[src/rtl/arduino_cmd_tx_if.sv]
// Command handshake between game control and the Arduino command transmitter.
interface arduino_cmd_tx_if;
    logic       cmd_valid;
    logic [1:0] cmd_op;
    logic [4:0] cmd_payload;
    logic       cmd_ready;

    modport master (
        output cmd_valid,
        output cmd_op,
        output cmd_payload,
        input  cmd_ready
    );

    modport slave (
        input  cmd_valid,
        input  cmd_op,
        input  cmd_payload,
        output cmd_ready
    );
endinterface

[src/rtl/arduino_cmd_tx.sv]
// Serializes 7-bit commands plus odd parity to the Arduino over a clock/data/frame
// link, waits for its acknowledge and retries a bounded number of times.
module arduino_cmd_tx #(
    parameter int unsigned HALF_BIT    = 250,
    parameter int unsigned ACK_TIMEOUT = 50000,
    parameter int unsigned MAX_RETRY   = 2
) (
    input  logic              CLOCK_50,
    input  logic              reset,
    arduino_cmd_tx_if.slave   cmd,
    output logic              ard_clk,
    output logic              ard_data,
    output logic              ard_frame,
    input  logic              ard_ack,
    output logic              tx_done,
    output logic              tx_err,
    output logic              busy
);

    localparam int unsigned HC_W = (HALF_BIT > 2)    ? $clog2(HALF_BIT)      : 1;
    localparam int unsigned TC_W = (ACK_TIMEOUT > 2) ? $clog2(ACK_TIMEOUT)   : 1;
    localparam int unsigned RT_W = (MAX_RETRY > 1)   ? $clog2(MAX_RETRY + 1) : 1;

    localparam logic [HC_W-1:0] HC_LAST   = HC_W'(HALF_BIT - 1);
    localparam logic [TC_W-1:0] TC_LAST   = TC_W'(ACK_TIMEOUT - 1);
    localparam logic [RT_W-1:0] RETRY_MAX = RT_W'(MAX_RETRY);

    typedef enum logic [2:0] {
        S_IDLE,
        S_SHIFT,
        S_WAIT_ACK,
        S_GAP,
        S_RELEASE
    } state_t;

    state_t          state, state_n;
    logic [HC_W-1:0] hcnt, hcnt_n;
    logic            phase, phase_n;
    logic [2:0]      bit_idx, bit_n;
    logic [TC_W-1:0] tcnt, tcnt_n;
    logic [RT_W-1:0] retry, retry_n;
    logic [7:0]      frame_q, frame_n;
    logic            clk_n, data_n, frame_o_n, done_n, err_n;
    logic            ack_meta, ack_s;
    logic            rdy_en;
    logic            ready_c;
    logic            accept_c;
    logic [7:0]      frame_new_c;

    // Two-flop synchronizer for the asynchronous Arduino acknowledge
    always_ff @(posedge CLOCK_50 or posedge reset) begin
        if (reset) begin
            ack_meta <= 1'b0;
            ack_s    <= 1'b0;
        end else begin
            ack_meta <= ard_ack;
            ack_s    <= ack_meta;
        end
    end

    // Holds cmd_ready low until the first edge after reset is released
    always_ff @(posedge CLOCK_50 or posedge reset) begin
        if (reset) rdy_en <= 1'b0;
        else       rdy_en <= 1'b1;
    end

    assign ready_c       = rdy_en & (state == S_IDLE) & ~ack_s;
    assign cmd.cmd_ready = ready_c;
    assign accept_c      = cmd.cmd_valid & ready_c;
    assign frame_new_c   = {cmd.cmd_op, cmd.cmd_payload, ~^{cmd.cmd_op, cmd.cmd_payload}};

    // Next-state and next-output logic; outputs are registered below
    always_comb begin
        state_n   = state;
        hcnt_n    = hcnt;
        phase_n   = phase;
        bit_n     = bit_idx;
        tcnt_n    = tcnt;
        retry_n   = retry;
        frame_n   = frame_q;
        clk_n     = ard_clk;
        data_n    = ard_data;
        frame_o_n = ard_frame;
        done_n    = 1'b0;
        err_n     = tx_err;

        case (state)
            S_IDLE: begin
                clk_n     = 1'b0;
                frame_o_n = 1'b0;
                if (accept_c) begin
                    state_n   = S_SHIFT;
                    frame_n   = frame_new_c;
                    hcnt_n    = '0;
                    phase_n   = 1'b0;
                    bit_n     = 3'd0;
                    retry_n   = '0;
                    err_n     = 1'b0;
                    frame_o_n = 1'b1;
                    data_n    = frame_new_c[7];
                end
            end

            S_SHIFT: begin
                if (hcnt == HC_LAST) begin
                    hcnt_n = '0;
                    if (!phase) begin
                        phase_n = 1'b1;
                        clk_n   = 1'b1;
                    end else if (bit_idx == 3'd7) begin
                        // Parity bit stays on ard_data while waiting for the ack
                        state_n = S_WAIT_ACK;
                        phase_n = 1'b0;
                        clk_n   = 1'b0;
                        tcnt_n  = '0;
                    end else begin
                        phase_n = 1'b0;
                        clk_n   = 1'b0;
                        bit_n   = bit_idx + 3'd1;
                        data_n  = frame_q[3'd6 - bit_idx];
                    end
                end else begin
                    hcnt_n = hcnt + HC_W'(1);
                end
            end

            S_WAIT_ACK: begin
                clk_n = 1'b0;
                if (ack_s) begin
                    state_n   = S_RELEASE;
                    done_n    = 1'b1;
                    frame_o_n = 1'b0;
                    retry_n   = '0;
                end else if (tcnt == TC_LAST) begin
                    frame_o_n = 1'b0;
                    if (retry == RETRY_MAX) begin
                        state_n = S_IDLE;
                        err_n   = 1'b1;
                    end else begin
                        state_n = S_GAP;
                        hcnt_n  = '0;
                        retry_n = retry + RT_W'(1);
                    end
                end else begin
                    tcnt_n = tcnt + TC_W'(1);
                end
            end

            S_GAP: begin
                clk_n     = 1'b0;
                frame_o_n = 1'b0;
                if (hcnt == HC_LAST) begin
                    state_n   = S_SHIFT;
                    hcnt_n    = '0;
                    phase_n   = 1'b0;
                    bit_n     = 3'd0;
                    frame_o_n = 1'b1;
                    data_n    = frame_q[7];
                end else begin
                    hcnt_n = hcnt + HC_W'(1);
                end
            end

            S_RELEASE: begin
                clk_n     = 1'b0;
                frame_o_n = 1'b0;
                if (!ack_s) state_n = S_IDLE;
            end

            default: begin
                state_n   = S_IDLE;
                clk_n     = 1'b0;
                frame_o_n = 1'b0;
            end
        endcase
    end

    // State, counters and registered outputs
    always_ff @(posedge CLOCK_50 or posedge reset) begin
        if (reset) begin
            state     <= S_IDLE;
            hcnt      <= '0;
            phase     <= 1'b0;
            bit_idx   <= 3'd0;
            tcnt      <= '0;
            retry     <= '0;
            frame_q   <= 8'h00;
            ard_clk   <= 1'b0;
            ard_data  <= 1'b0;
            ard_frame <= 1'b0;
            tx_done   <= 1'b0;
            tx_err    <= 1'b0;
            busy      <= 1'b0;
        end else begin
            state     <= state_n;
            hcnt      <= hcnt_n;
            phase     <= phase_n;
            bit_idx   <= bit_n;
            tcnt      <= tcnt_n;
            retry     <= retry_n;
            frame_q   <= frame_n;
            ard_clk   <= clk_n;
            ard_data  <= data_n;
            ard_frame <= frame_o_n;
            tx_done   <= done_n;
            tx_err    <= err_n;
            busy      <= (state_n != S_IDLE);
        end
    end

endmodule

[src/flat_wrapper.sv]
// flat-port wrapper written by rule: the top's interface ports become plain ports
module arduino_cmd_tx_flat 
#(
    parameter int unsigned HALF_BIT    = 250,
    parameter int unsigned ACK_TIMEOUT = 50000,
    parameter int unsigned MAX_RETRY   = 2
)
  (CLOCK_50, reset, ard_clk, ard_data, ard_frame, ard_ack, tx_done, tx_err, busy, cmd_cmd_valid, cmd_cmd_op, cmd_cmd_payload, cmd_cmd_ready);
  arduino_cmd_tx_if cmd_i ();
  input  logic CLOCK_50;
  input  logic reset;
  output logic ard_clk;
  output logic ard_data;
  output logic ard_frame;
  input  logic ard_ack;
  output logic tx_done;
  output logic tx_err;
  output logic busy;
  input wire logic [$bits(cmd_i.cmd_valid)-1:0] cmd_cmd_valid;
  input wire logic [$bits(cmd_i.cmd_op)-1:0] cmd_cmd_op;
  input wire logic [$bits(cmd_i.cmd_payload)-1:0] cmd_cmd_payload;
  output wire logic [$bits(cmd_i.cmd_ready)-1:0] cmd_cmd_ready;
  assign cmd_i.cmd_valid = cmd_cmd_valid;
  assign cmd_i.cmd_op = cmd_cmd_op;
  assign cmd_i.cmd_payload = cmd_cmd_payload;
  assign cmd_cmd_ready = cmd_i.cmd_ready;
  arduino_cmd_tx #(.HALF_BIT(HALF_BIT), .ACK_TIMEOUT(ACK_TIMEOUT), .MAX_RETRY(MAX_RETRY)) u_core (.CLOCK_50(CLOCK_50), .reset(reset), .cmd(cmd_i), .ard_clk(ard_clk), .ard_data(ard_data), .ard_frame(ard_frame), .ard_ack(ard_ack), .tx_done(tx_done), .tx_err(tx_err), .busy(busy));
endmodule
[config.mk]
export PLATFORM = sky130hd
export DESIGN_NAME = arduino_cmd_tx_flat
export DESIGN_NICKNAME = d
export VERILOG_FILES = /design/src/rtl/arduino_cmd_tx_if.sv /design/src/rtl/arduino_cmd_tx.sv /design/src/flat_wrapper.sv
export SDC_FILE = /design/constraint.sdc
export NUM_CORES = 1
export LEC_CHECK = 0
export CAP_MARGIN = 15
export CORE_MARGIN = 2
export CORE_UTILIZATION = 30
export CTS_BUF_LIST = sky130_fd_sc_hd__clkbuf_2 sky130_fd_sc_hd__clkbuf_4 sky130_fd_sc_hd__clkbuf_8
export DETAILED_ROUTE_END_ITERATION = 16
export PLACE_DENSITY = 0.56
export RECOVER_POWER = 25
export SYNTH_ARGS = -nofsm -noshare
export SYNTH_HDL_FRONTEND = slang
export SYNTH_SLANG_ARGS = --single-unit
[constraint.sdc]
create_clock -name CLOCK_50 -period 2.65 [get_ports CLOCK_50]
set_input_delay 0.6625 -clock CLOCK_50 [delete_from_list [all_inputs] [get_ports CLOCK_50]]
set_output_delay 0.6625 -clock CLOCK_50 [all_outputs]
set_load 0.02 [all_outputs]
==> flow_summary.ini <==
[timing]
hold_viol_final = 0
rsz0062_at_grt = false
fin_skew_ns = 0.0125
setup_ws_ns = 0.140
hold_slack_ns = 0.363
setup_viol = 0
worst_pin_slew_ns = 1.23
fin_crit_sh_pct = 94.7
slew_violations = 0
max-slew-margin-rel_pct = 18.0
fmax_ghz = 0.398
period_needed_ns = 2.51
tns_ns = 0

[die]
rows = 34
die_area_um2 = 9740
die_h_um = 98.7
initial_core_util_pct = 30.8
core_area_um2 = 8720
io_pins = 18
fp.dieW_um = 98.7

[detailed_routing]
routedWlPerCell_um = 13.9
vias = 2056
ant_nets = 0
wl_um = 5570
via_per_inst = 5.11
drt_iter0_drc = 53
drt_first_pass_iters = 4
drc_errors = 0

[min_path]
worstHoldEndpoint = u_core.ack_s
min_path_cells = 0
hold_path.class = reg -> reg
min_from = u_core.ack_meta

[placed_design]
dpl.cell_count = 394
detailed_place_hpwl_um = 4020
routabilityCongestion = 0.741
placed_area_um2 = 3020
numPortBuffers = 17
pre_cts_ws_ns = 0.301

[synth]
yosys_warnings = 0
netlist.area_leader.share_pct = 46.5
ys_types = 50
synth_edf_count = 0
synth_area_um2 = 2690
async_flop_share_pct = 100
synth.area.top_cells = dfrtp_1 47%, a21oi_1 4.8%, mux2_2 4.6%
yosysSeqAreaShare_pct = 46.5
synth_nets = 288
synth_cells = 270
ys_dominant_reg_cell = dfrtp_1
syn_avg_cell_area_um2 = 9.96
synth_top_cell_by_area = dfrtp_1
synth_seq_cells = 50

[final_layout]
nNetsFinal = 311
final_cell_area_um2 = 3110
area_growth_syn_to_layout_pct = 15.7
drive_above_1_share_pct = 12.2
final_cells = 402
final_util_pct = 35.7
n_antenna_cell = 0

[setup_path]
reg2reg_from = u_core.bit_idx[0]
endpoint_kind = output port
arrival_ns = 1.85
startpoint_type = flip-flop
regToRegSetupSlack_ns = 0.39
worst_r2r_path_depth = 7
r2r-end = u_core.tcnt[13]
worstPathMaxFanout = 10
cp.required_ns = 1.99
setup.worst_path.class = reg -> out

[clock_tree]
postCtsHoldBufs = 0
post_cts_resized = 0
post-cts-setup-buffers = 0
root_buffer = clkbuf_8
cts_buffer_depth = 2
cts_made_buffers = 5
clock_sinks = 50
tritoncts = done
clkLatencyLatePin_ns = 0.31
cts.htree.levels = 2
clk_pin_slew_ns = 0.10

[global_routing]
grt_pass1_wl_um = 9680
grt_start_max_net_pins = 51
grt_pass1_vias = 2090
grtUsageTotal_pct = 12.0
antenna_found_initial = 0
grt.overflow.total = 0

[power_and_ir_drop]
power_mw = 1.99
power_leakage_nw = 1.30
powerDensity_nw_per_um2 = 640
peakVddDrop_v = 0.000330

[status]
outcome = complete, no violations

[job]
maxCapViolCount = 0
-- logic make-up (layout without fill, tap and decap cells) --
group / Yosys count / after routing / share of synthesized area, %
AOI/OAI and AO/OA: 64 / 64 / 15.2
other: 1 / 1 / 0.139
adders and majority gates: 7 / 7 / 3.26
xor gates and xnor gates: 14 / 14 / 4.56
buffers and inverters: 17 / 41 / 3.02
DFF: 50 / 50 / 46.5
muxes: 15 / 15 / 7.03
and+or+nand+nor: 102 / 102 / 20.3
-- metal layers --
| metal | GRT usage (%) | up-vias | wire (µm) | share of wire (%) |
|---|---|---|---|---|
| met1 | 15.7 | 1002 | 2750 | 49 |
| met3 | 3.19 | 5 | 170 | 3.1 |
| met4 | 2.21 | 0 | 35 | 0.63 |
| met2 | 20.4 | 29 | 2620 | 47 |
| met5 | 0 | - | 0 | 0 |
| li1 | - | 1020 | - | - |
-- registers in the layout, indices dropped and copies added (netlist names), 2 cells and up --
| register | count |
|---|---|
| u_core.bit_idx | 3 |
| u_core.tcnt | 16 |
| u_core.state | 3 |
| u_core.frame_q | 8 |
| u_core.retry | 2 |
| u_core.hcnt | 8 |
-- how the worst max path moves through the flow --
stage / slack [ns] / cells after the start / endpoint / startpoint
detailed placement: 0.30 / 6 / u_core.ard_data / cmd_cmd_valid
finish: 0.14 / 3 / cmd_cmd_ready / u_core.state[0]
global route: 0.04 / 3 / cmd_cmd_ready / u_core.state[0]
CTS: 0.13 / 3 / cmd_cmd_ready / u_core.state[0]
global placement: 0.33 / 6 / u_core.ard_data / cmd_cmd_valid
floorplan: 0.68 / 7 / u_core.tcnt[11] / u_core.bit_idx[0]
-- Yosys cell counts, types with 5 or more instances --
library cell	instances
a22o_1	5
ha_1	7
a21oi_1	26
mux2_2	11
inv_1	9
nor2_1	25
xnor2_1	8
nand3_1	13
xor2_1	6
nand4_1	8
dfrtp_1	50
or3_1	7
nand2_1	18
o21ai_0	16
-- critical path, cell delays in order, from the launching register on --
cell	delay (ns)
dfrtp_1	0.50
nor3_1	0.27
and3_1	0.18
clkdlybuf4s50_1	0.59
-- report_power, final --
group,internal [mW],switching [mW]
Clock,0.278,0.257
Sequential,0.892,0.118
Combinational,0.232,0.215
Total,1.40,0.589
-- placed cells by master (no fill, tap or decap), types with 6 or more instances in the layout --
cell	count
a21oi_1	26
buf_4	6
clkdlybuf4s50_1	15
dfrtp_1	50
ha_1	7
inv_1	8
mux2_2	11
nand2_1	18
nand3_1	13
nand4_1	8
nor2_1	25
o21ai_0	16
or3_1	7
xnor2_1	8
xor2_1	6
-- cell type report --
cell class              count  area (µm²)
clock buffers               5        68.8
repair buffers             24         220
inverters                   9        33.8
clock inverters             3        40.0
flip-flops and latches     50        1250
fillers                   869        5610
multi-input cells         203        1360
well taps                 108         135
(Power assumes the default switching activity.)
